[src/rtl/fifo_wr_arb.sv]
// Round-robin write-side arbiter: NUM_REQ byte producers share one FIFO write port, grant held per frame.
// Optional stall counter port enabled by macro FIFO_WR_ARB_STALL_CNT_EN.
module fifo_wr_arb #(
  parameter int NUM_REQ    = 2,
  parameter int DATA_WIDTH = 8
) (
  input  logic                          wclk,
  input  logic                          wrst_n,
  input  logic [NUM_REQ-1:0]            req_valid,
  input  logic [NUM_REQ-1:0]            req_last,
  input  logic [NUM_REQ*DATA_WIDTH-1:0] req_data,
  output logic [NUM_REQ-1:0]            req_ready,
  input  logic                          wfull,
  output logic                          winc,
  output logic [DATA_WIDTH-1:0]         wr_data,
  output logic                          busy,
  output logic [NUM_REQ-1:0]            gnt
`ifdef FIFO_WR_ARB_STALL_CNT_EN
  ,
  output logic [15:0]                   stall_cnt
`endif
);

  localparam int IDX_W = (NUM_REQ > 1) ? $clog2(NUM_REQ) : 1;

  typedef enum logic {
    IDLE,
    BUSY
  } state_t;

  state_t             state, state_nxt;
  logic [IDX_W-1:0]   gnt_idx, gnt_idx_nxt;
  logic [IDX_W-1:0]   rr_ptr, rr_ptr_nxt;
  logic [IDX_W-1:0]   sel_idx, idx_inc;
  logic [NUM_REQ-1:0] gnt_nxt;
  logic               sel_found;
  logic               xfer;
  int unsigned        cand;

  // First valid requester at or above rr_ptr, wrapping
  always_comb begin
    sel_idx   = rr_ptr;
    sel_found = 1'b0;
    cand      = 0;
    for (int unsigned i = 0; i < NUM_REQ; i++) begin
      cand = (32'(rr_ptr) + i) % NUM_REQ;
      if (!sel_found && req_valid[cand]) begin
        sel_found = 1'b1;
        sel_idx   = IDX_W'(cand);
      end
    end
  end

  assign idx_inc = (gnt_idx == IDX_W'(NUM_REQ - 1)) ? '0 : gnt_idx + 1'b1;
  assign busy    = (state == BUSY);
  assign xfer    = (state == BUSY) && req_valid[gnt_idx] && !wfull;

  always_comb begin
    req_ready = '0;
    winc      = xfer;
    wr_data   = '0;
    if (xfer) begin
      req_ready[gnt_idx] = 1'b1;
      wr_data            = req_data[gnt_idx*DATA_WIDTH +: DATA_WIDTH];
    end
  end

  always_comb begin
    state_nxt   = state;
    gnt_idx_nxt = gnt_idx;
    rr_ptr_nxt  = rr_ptr;
    gnt_nxt     = gnt;
    case (state)
      IDLE: begin
        if (sel_found) begin
          state_nxt            = BUSY;
          gnt_idx_nxt          = sel_idx;
          gnt_nxt              = '0;
          gnt_nxt[sel_idx]     = 1'b1;
        end
      end
      BUSY: begin
        if (xfer && req_last[gnt_idx]) begin
          state_nxt  = IDLE;
          rr_ptr_nxt = idx_inc;
          gnt_nxt    = '0;
        end
      end
      default: begin
        state_nxt = IDLE;
        gnt_nxt   = '0;
      end
    endcase
  end

  always_ff @(posedge wclk or negedge wrst_n) begin
    if (!wrst_n) begin
      state   <= IDLE;
      gnt_idx <= '0;
      rr_ptr  <= '0;
      gnt     <= '0;
    end else begin
      state   <= state_nxt;
      gnt_idx <= gnt_idx_nxt;
      rr_ptr  <= rr_ptr_nxt;
      gnt     <= gnt_nxt;
    end
  end

`ifdef FIFO_WR_ARB_STALL_CNT_EN
  always_ff @(posedge wclk or negedge wrst_n) begin
    if (!wrst_n) begin
      stall_cnt <= '0;
    end else if ((state == BUSY) && req_valid[gnt_idx] && wfull && (stall_cnt != '1)) begin
      stall_cnt <= stall_cnt + 16'd1;
    end
  end
`endif

endmodule
[config.mk]
export PLATFORM = sky130hd
export DESIGN_NAME = fifo_wr_arb
export DESIGN_NICKNAME = d
export VERILOG_FILES = /design/src/rtl/fifo_wr_arb.sv
export SDC_FILE = /design/constraint.sdc
export NUM_CORES = 1
export LEC_CHECK = 0
export BUFFER_PORTS_ARGS = -buffer_cell sky130_fd_sc_hd__buf_4
export CAP_MARGIN = 30
export CORE_AREA = 2 2 39 41
export DETAILED_ROUTE_END_ITERATION = 8
export DIE_AREA = 0 0 41 43
export SLEW_MARGIN = 20
export SYNTH_ARGS = -nofsm -noshare
export SYNTH_HDL_FRONTEND = slang
export SYNTH_SLANG_ARGS = --single-unit
[constraint.sdc]
create_clock -name wclk -period 1.75 [get_ports wclk]
set_input_delay 0.2625 -clock wclk [delete_from_list [all_inputs] [get_ports wclk]]
set_output_delay 0.2625 -clock wclk [all_outputs]
set_load 0.02 [all_outputs]
Word-level counts from Yosys, hierarchy flattened --
Index checks and enable logic that the tools add are counted.
Operators by class: mux-type cells 24, reduce and logical (&&, ||, !) cells 11, shift-type cells 1, eq/ne operators 2, add/sub/neg operators 2, bitwise gates (word level) 1, order comparisons 6
Operators by type and width (count):
- two-way mux 1 bit | 16
- indexed part select 16 x 5 -> 8 bit | 1
- < comparator 1 x 2 -> 1 bit (second input constant) | 4
- two-way mux 8 bit | 1
- logical AND 1 bit | 6
- two-way mux 2 bit | 3
- AND reduction 2 bit | 3
- case mux 2 bit (2 select lines) | 1
- adder 1 bit (second input constant) | 2
- demux 1 bit (select 1 bit) | 2
- greater-or-equal comparator 1 bit (second input constant) | 2
- zero test 1 bit | 2
- inequality test 2 x 1 -> 1 bit (second input constant) | 1
- inequality test 2 bit (second input constant) | 1
- case mux 1 bit (2 select lines) | 1
- NOT 1 bit | 1
Word-level totals: output and inout port bits 14, flip-flop bits (word level) 5, input bits 23, word-level logic and storage cells 51

Longest topological paths before layout --
Gate-level depths: netlist of run 1.
depth after elaboration 12, gate-level depth with buffers 3, gate-level depth less buffers 3

Least setup slack after synthesis of run 1 --
No wires, ideal clock.
path type reg-to-output, from register state (netlist: busy), to output port wr_data[0], arrival time 1340 ps, path slack 148 ps, cell stages (with the launch flop) 4, path buffers 0, data required time 1487 ps, cells stage by stage dfrtp_1 > nand2b_4 > nor2_2 > a22o_1
On the way: longest elaborated chain between the ends 3
Ends and longest elaborated chain:
- start: declaration | RTL line 31 | state_t state, state_nxt;
- start signal: assignment | RTL line 103 | state <= state_nxt;
- logical AND 1 bit (2 in a row) | RTL line 56 | assign xfer = (state == BUSY) && req_valid[gnt_idx] && !wfull;
- two-way mux 8 bit | RTL line 62 | if (xfer) begin
- end: declaration | RTL line 15 | output logic [DATA_WIDTH-1:0] wr_data,
No other way between the ends.

Final worst setup path of run 1 --
from register gnt_idx, to output port wr_data[6]
On the way: longest elaborated chain between the ends 5, elaborated cells on any way between the ends 6, classes of those cells 1 x shift; 3 x mux; 2 x reduce/logical
Ends and longest elaborated chain:
- start: declaration | RTL line 32 | logic [IDX_W-1:0] gnt_idx, gnt_idx_nxt;
- start signal: assignment | RTL line 104 | gnt_idx <= gnt_idx_nxt;
- branches (longest 4 deep; another with indexed part select 16 x 5 -> 8 bit)
- two-way mux 8 bit (*) | RTL line 62
Mark *: on every way between the ends. The select of a mux whose other input is x is not followed.

==> results.sh, run 1 <==
export IMPL_slowest_library_cell_on_the_worst_path="sky130_fd_sc_hd__dfrtp_1"
export IMPL_num_vias=410
export IMPL_postSynth_asyncResetShare=1.00
export IMPL_synth_top_area_cell="sky130_fd_sc_hd__dfrtp_1"
export IMPL_hpwl_detailed_microns=832
export IMPL_synthesis_area_per_instance_sq_um=10.4
export IMPL_area_of_the_placeable_core_sq_um=1380
export IMPL_clkPwrFrac=0.159
export IMPL_totalPowerFinal_w=0.000827
export IMPL_r2r_setup_slack_ns=0.50
export IMPL_setup_viol=0
export IMPL_postSynthRegisterBits=5
export IMPL_globalRouteTotalUtil=0.140
export IMPL_ant_nets=0
export IMPL_dieWidth_microns=41
export IMPL_yosysUniqueCellTypes=16
export IMPL_cts_setup_buffers=0
export IMPL_power_switching_w=0.000338
export IMPL_slowest_delay_ns=0.41
export IMPL_clk_root_buffer_cell="sky130_fd_sc_hd__clkbuf_4"
export IMPL_clk_latency_ns=0.24
export IMPL_setup_worst_path_class="flip-flop to output pin"
export IMPL_place_port_buffers=36
export IMPL_drt_total_wl_microns=988
export IMPL_firstDrtPassIters=2
export IMPL_grt_max_degree=11
export IMPL_grt_antenna_before_repair=0
export IMPL_cts_root_to_sink_buffers=2
export IMPL_power_density_nw_per_um2=1230
export IMPL_rsz0062_at_grt="no"
export IMPL_timing_critical_path_to_type="output pin"
export IMPL_post_route_period_util=0.950
export IMPL_start_util=0.247
export IMPL_final_layout_size_suffix_gt1_frac=0.608
export IMPL_power_sequential_fraction=0.261
export IMPL_cp_required_ns=1.49
export IMPL_yosys_top_cells_count="sky130_fd_sc_hd__a22o_1 (8), sky130_fd_sc_hd__dfrtp_1 (5), sky130_fd_sc_hd__a21oi_1 (3)"
export IMPL_worst_ep_arrival_time_ns=1.40
export IMPL_floorplan_die_height_microns=43
export IMPL_cellInternalPower_w=0.000489
export IMPL_drt_wirelength_per_cell_microns=11.0
export IMPL_synth_cells=33
export IMPL_final_min_clock_period_ns=1.66
export IMPL_final_core_utilization=0.486
export IMPL_swShare=0.409
export IMPL_remaining_drc_errors=0
export IMPL_power_leakage_nw=0.345
export IMPL_synth_sequential_area_ratio=0.366
export IMPL_hold_path_class="input port to flip-flop"
export IMPL_cts_tree="yes"
export IMPL_post_route_skew_ns=0.00335
export IMPL_routed_via_density=4.56
export IMPL_grt_pass1_wl_mm=1.64
export IMPL_synthesis_area_sq_um=342
export IMPL_worst_pin_slew_ns=0.356
export IMPL_cts_htree_levels=1
export IMPL_routabilityCongestion=0.712
export IMPL_io_pins=37
export IMPL_tritoncts_num_sinks=5
export IMPL_cap_viol_max_count=0
export IMPL_ir_drop_mv=0.544
export IMPL_synth_fp_nets=56
export IMPL_drt_first_iter_violations=2
export IMPL_placement_rows=14
export IMPL_tritoncts_num_buffers=3
export IMPL_maxSlewHeadroom=0.762
export IMPL_die_area_sq_um=1760
export IMPL_first_global_vias=398
export IMPL_prevailing_post_synth_register_cell="sky130_fd_sc_hd__dfrtp_1"
export IMPL_critical_path_max_fanout=9
export IMPL_cp_start_kind="flip-flop"
export IMPL_synth_most_common_cell="sky130_fd_sc_hd__a22o_1"
export IMPL_area_growth_syn_to_layout_pct=97.1
export IMPL_synthDominantCellAreaShare=0.366
export IMPL_synth_yosys_warnings=0
export IMPL_clk_pin_slew_worst_paths_ns=0.04
export IMPL_design_final_nets=98
export IMPL_grt_overflow_total=0
export IMPL_setup_total_negative_slack_ns=0
export IMPL_path_cells="nand2b_2 -> nor2_4 -> a22o_1 -> buf_4"
export IMPL_slew_violations=0
export IMPL_combPwrFrac=0.580
export IMPL_max_freq_mhz=602
export IMPL_hold_violations=0
export IMPL_outcome="finished, final reports clean"
export IMPL_synth_edff_count=0
export IMPL_synth_area_leaders="sky130_fd_sc_hd__dfrtp_1 (37%), sky130_fd_sc_hd__a22o_1 (21%), sky130_fd_sc_hd__a21oi_1 (4.4%)"
export IMPL_antenna_fix_cells=0
## power by group through the flow
stage	clock, W	sequential [W]	combinational (W)
after floorplan	0	0.000249	0.000256
after global placement	0	0.000220	0.000476
after detailed placement	0	0.000218	0.000478
after CTS	0.000138	0.000217	0.000481
after global routing	0.000150	0.000225	0.000521
final	0.000131	0.000216	0.000480
## worst max-delay path: cells and delay by family (launching register included)
| family | cells | cell delay [ns] |
|---|---|---|
| buffers and inverters | 1 | 0.14 |
| AND/OR/NAND/NOR | 2 | 0.44 |
| AO/OA/AOI/OAI | 1 | 0.18 |
| flip-flops | 1 | 0.41 |
## routing by layer
metal  wire length (microns)  track usage  vias up
met2                     537        0.200        8
met3                      37       0.0314        2
met1                     398        0.167      189
met5                       0            0        -
li1                        -            -      211
met4                      14        0.120        0
## cells by family (layout without fill, tap and decap cells)
logic type	count (synthesis)	after routing	synth area share
mux	1	1	0.0293
simple gates	8	8	0.172
flops	5	5	0.366
compound gates	17	17	0.410
buf+inv	2	43	0.0220
## state kept, by name, indices dropped and copies added (netlist names)
| signal | count |
|---|---|
| rr_ptr | 1 |
| gnt | 2 |
| gnt_idx | 1 |
| busy | 1 |
## final timing paths
path / startpoint / endpoint / depth (start not counted)
worst min register to register: gnt[0]$_DFFE_PN0P_ / gnt[0]$_DFFE_PN0P_ / 2
worst max register to register: gnt_idx$_DFFE_PN0P_ / gnt[0]$_DFFE_PN0P_ / 3
max in group asynchronous: wrst_n / gnt[0]$_DFFE_PN0P_ / 2
worst max-delay path: gnt_idx$_DFFE_PN0P_ / wr_data[6] / 4
min in group asynchronous: wrst_n / gnt_idx$_DFFE_PN0P_ / 2
worst min-delay path: req_last[1] / rr_ptr$_DFFE_PN0P_ / 2
## placed cells by master, fill, tap and decap left out, types with 2 or more instances in the layout
cell	netlist	routed
sky130_fd_sc_hd__a31oi_1	2	2
sky130_fd_sc_hd__a21oi_1	3	3
sky130_fd_sc_hd__nor2_4	1	2
sky130_fd_sc_hd__inv_1	2	2
sky130_fd_sc_hd__a22o_1	8	8
sky130_fd_sc_hd__clkbuf_4	0	3
sky130_fd_sc_hd__o21bai_1	2	2
sky130_fd_sc_hd__buf_4	0	36
sky130_fd_sc_hd__dfrtp_1	5	5
sky130_fd_sc_hd__nand2_1	2	2
## what timing repair did
item / in CTS / in global routing
hold endpoints to repair: 5 / 0
resized for setup: 0 / 1
setup endpoints to repair: 0 / 8
hold buffers: 1 / 0
## cell type report
class                   count  area, sq um
well taps                  16         20.0
fillers                   141          711
inverters                   2         7.51
clock buffers               4         26.3
multi-input cells          26          214
repair buffers             37          280
flip-flops and latches      5          125
## stage by stage
stage          instances  hold WS (ns)  setup slack, ns  area [sq um]
2_1_floorplan         33       -0.0331            0.148           342
3_3_place_gp          85        0.0658            0.258           632
3_5_place_dp          85        0.0681            0.260           632
4_1_cts               90         0.180           0.0126           668
5_1_grt               90         0.177         0.000905           673
6_report              90         0.188           0.0875           673
Note: power is estimated with default switching activity, not from simulation.
==> inputs of run 2 (changes only) <==
--- a/config.mk
+++ b/config.mk
@@ -5,12 +5,12 @@
 export SDC_FILE = /design/constraint.sdc
 export NUM_CORES = 1
 export LEC_CHECK = 0
+export ABC_AREA = 0
 export BUFFER_PORTS_ARGS = -buffer_cell sky130_fd_sc_hd__buf_4
 export CAP_MARGIN = 30
 export CORE_AREA = 2 2 39 41
 export DETAILED_ROUTE_END_ITERATION = 8
 export DIE_AREA = 0 0 41 43
-export SLEW_MARGIN = 20
 export SYNTH_ARGS = -nofsm -noshare
 export SYNTH_HDL_FRONTEND = slang
 export SYNTH_SLANG_ARGS = --single-unit
==> constraint.sdc (replaced) <==
create_clock -name wclk -period 1.75 [get_ports wclk]
set_input_delay 0.35 -clock wclk [delete_from_list [all_inputs] [get_ports wclk]]
set_output_delay 0.35 -clock wclk [all_outputs]
set_load 0.02 [all_outputs]
==> run 2 against run 1 <==
Net effect:
- register-to-register slack is essentially flat
- fmax shrank 1.7%
- hold slack gained 0.080 ns
- routed wire length grew 9.6%
- clock-buffer cell count is the same
- largest power group unchanged
- critical path type unchanged
- largest cell class unchanged
==> results.sh, run 2 (same netlist as run 1, synthesis figures left out) <==
export IMPL_slowest_delay_ns=0.43
export IMPL_power_sequential_fraction=0.245
export IMPL_drt_wirelength_per_cell_microns=11.5
export IMPL_fin_worst_hold_slack_ns=0.267
export IMPL_start_util=0.247
export IMPL_first_global_vias=379
export IMPL_timing_critical_path_to_type="output pin"
export IMPL_area_of_the_placeable_core_sq_um=1380
export IMPL_design_final_nets=102
export IMPL_setup_viol=0
export IMPL_post_route_period_util=0.967
export IMPL_num_vias=431
export IMPL_remaining_drc_errors=0
export IMPL_hold_violations=0
export IMPL_hold_path_class="input port to flip-flop"
export IMPL_largest_register="gnt"
export IMPL_path_cells="nand2b_4 -> buf_12 -> nor2_4 -> a22o_1 -> buf_4"
export IMPL_worstHoldEndpoint="rr_ptr$_DFFE_PN0P_"
export IMPL_setup_worst_path_class="flip-flop to output pin"
export IMPL_dieWidth_microns=41
export IMPL_area_growth_syn_to_layout_pct=114
export IMPL_max_freq_mhz=591
export IMPL_floorplan_die_height_microns=43
export IMPL_grt_antenna_before_repair=0
export IMPL_swShare=0.407
export IMPL_grt_max_degree=11
export IMPL_firstDrtPassIters=3
export IMPL_slew_violations=0
export IMPL_slowest_library_cell_on_the_worst_path="sky130_fd_sc_hd__dfrtp_2"
export IMPL_hpwl_detailed_microns=831
export IMPL_finish_instance_area_sq_um=732
export IMPL_critical_path_max_fanout=5
export IMPL_power_density_nw_per_um2=1250
export IMPL_grt_overflow_total=0
export IMPL_worst_pin_slew_ns=0.371
export IMPL_leading_cell_types_in_the_layout_fill_and_taps_excluded="sky130_fd_sc_hd__buf_4 (37), sky130_fd_sc_hd__a22o_1 (8), sky130_fd_sc_hd__dfrtp_1 (4)"
export IMPL_cts_tree="yes"
export IMPL_maxSlewHeadroom=0.752
export IMPL_multi_input_combinational_cell_area_sq_um=233
export IMPL_routabilityCongestion=0.714
export IMPL_drt_first_iter_violations=4
export IMPL_cts_htree_levels=1
export IMPL_cts_root_to_sink_buffers=2
export IMPL_largest_reg_flops=2
export IMPL_worstHoldPathCells=2
export IMPL_fill_cells=128
export IMPL_worst_ep_arrival_time_ns=1.34
export IMPL_globalRouteTotalUtil=0.140
export IMPL_clk_pin_slew_worst_paths_ns=0.05
export IMPL_ant_nets=0
export IMPL_gr_usage_met3=0.0314
export IMPL_gr_usage_met2=0.188
export IMPL_area_sequential_sq_um=126
export IMPL_cp_required_ns=1.40
export IMPL_outcome="finished, final reports clean"
export IMPL_antenna_fix_cells=0
export IMPL_io_pins=37
export IMPL_final_min_clock_period_ns=1.69
export IMPL_clk_root_buffer_cell="sky130_fd_sc_hd__clkbuf_4"
export IMPL_clk_latency_ns=0.25
export IMPL_cap_viol_max_count=0
export IMPL_setup_total_negative_slack_ns=0
export IMPL_r2r_worst_path_cells=3
export IMPL_cp_start_kind="flip-flop"
export IMPL_global_route_usage_met1=0.180
export IMPL_most_common_library_cell_in_the_layout_ignoring_fill_and_taps="sky130_fd_sc_hd__buf_4"
export IMPL_rsz0062_at_grt="yes"
export IMPL_drt_total_wl_mm=1.08
export IMPL_placement_rows=14
export IMPL_place_port_buffers=36
export IMPL_r2r_setup_slack_ns=0.51
export IMPL_worst_hold_startpoint="req_last[1]"
export IMPL_tritoncts_num_buffers=3
export IMPL_grt_pass1_wl_mm=1.63
export IMPL_clkPwrFrac=0.151
export IMPL_power_switching_w=0.000372
export IMPL_busiest_layer="met2"
export IMPL_final_layout_size_suffix_gt1_frac=0.654
export IMPL_post_route_skew_ns=0.00489
export IMPL_post_placement_cell_area_sq_um=639
export IMPL_die_area_sq_um=1760
export IMPL_tritoncts_num_sinks=5
export IMPL_combPwrFrac=0.604
export IMPL_startpoint_of_the_worst_slack_reg_to_reg_timing_path="gnt_idx$_DFFE_PN0P_"
export IMPL_capturing_point_of_the_worst_reg2reg_path="gnt[0]$_DFFE_PN0P_"
export IMPL_ir_drop_mv=0.620
export IMPL_power_leakage_nw=0.372
export IMPL_totalPowerFinal_w=0.000913
export IMPL_routed_via_density=4.59
export IMPL_cellInternalPower_w=0.000542
-- run 2: layer usage --
layer	wire, microns	share of wire	vias up
met3	28	0.026	2
met1	474	0.44	202
li1	-	-	219
met2	566	0.52	8
met4	14	0.013	0
met5	0	0	-
-- run 2: worst max-delay path by stage --
| stage | startpoint | endpoint | slack (ns) | depth (start not counted) |
|---|---|---|---|---|
| 6_report | busy$_DFF_PN0_ | wr_data[7] | 0.06 | 5 |
| 4_1_cts | gnt_idx$_DFFE_PN0P_ | wr_data[7] | 0.01 | 4 |
| 3_3_place_gp | gnt_idx$_DFFE_PN0P_ | wr_data[3] | 0.24 | 4 |
| 3_5_place_dp | wfull | wr_data[3] | 0.24 | 6 |
| 2_1_floorplan | busy$_DFF_PN0_ | wr_data[0] | 0.06 | 3 |
| 5_1_grt | gnt_idx$_DFFE_PN0P_ | wr_data[3] | -0.01 | 4 |
-- run 2: cell type report --
class / count / share of cell area
repair buffers: 40 / 0.436
inverters: 2 / 0.0103
well taps: 16 / 0.0274
flip-flops and latches: 5 / 0.173
clock buffers: 4 / 0.0359
multi-input cells: 27 / 0.318
-- run 2: timing repair --
item	in CTS	in global routing
setup buffers	1	2
hold endpoints to repair	5	0
endpoints found under the setup margin	8	9
gates resized for setup	0	6
hold buffers	1	0
pin swaps	0	2
cloned	1	0
-- run 2: power by group through the flow --
stage               logic, W  clock network, W  registers [W]
floorplan           0.000256                 0       0.000249
CTS                 0.000500          0.000141       0.000218
detailed placement  0.000483                 0       0.000219
finish              0.000551          0.000138       0.000223
global placement    0.000481                 0       0.000220
global route        0.000594          0.000149       0.000230
-- run 2: worst max-delay path, delay by kind of cell (launching register included) --
family	cells	cell delay (ns)
buf+inv	2	0.26
compound gates	1	0.22
flops	1	0.43
simple gates	2	0.18
-- run 2: through the flow --
| stage | cells | setup slack [ns] | utilization |
|---|---|---|---|
| 2_1_floorplan | 33 | 0.0604 | - |
| 3_3_place_gp | 86 | 0.237 | 0.462 |
| 3_5_place_dp | 86 | 0.236 | 0.462 |
| 4_1_cts | 93 | 0.0131 | 0.498 |
| 5_1_grt | 94 | -0.0101 | 0.529 |
| 6_report | 94 | 0.0580 | 0.529 |
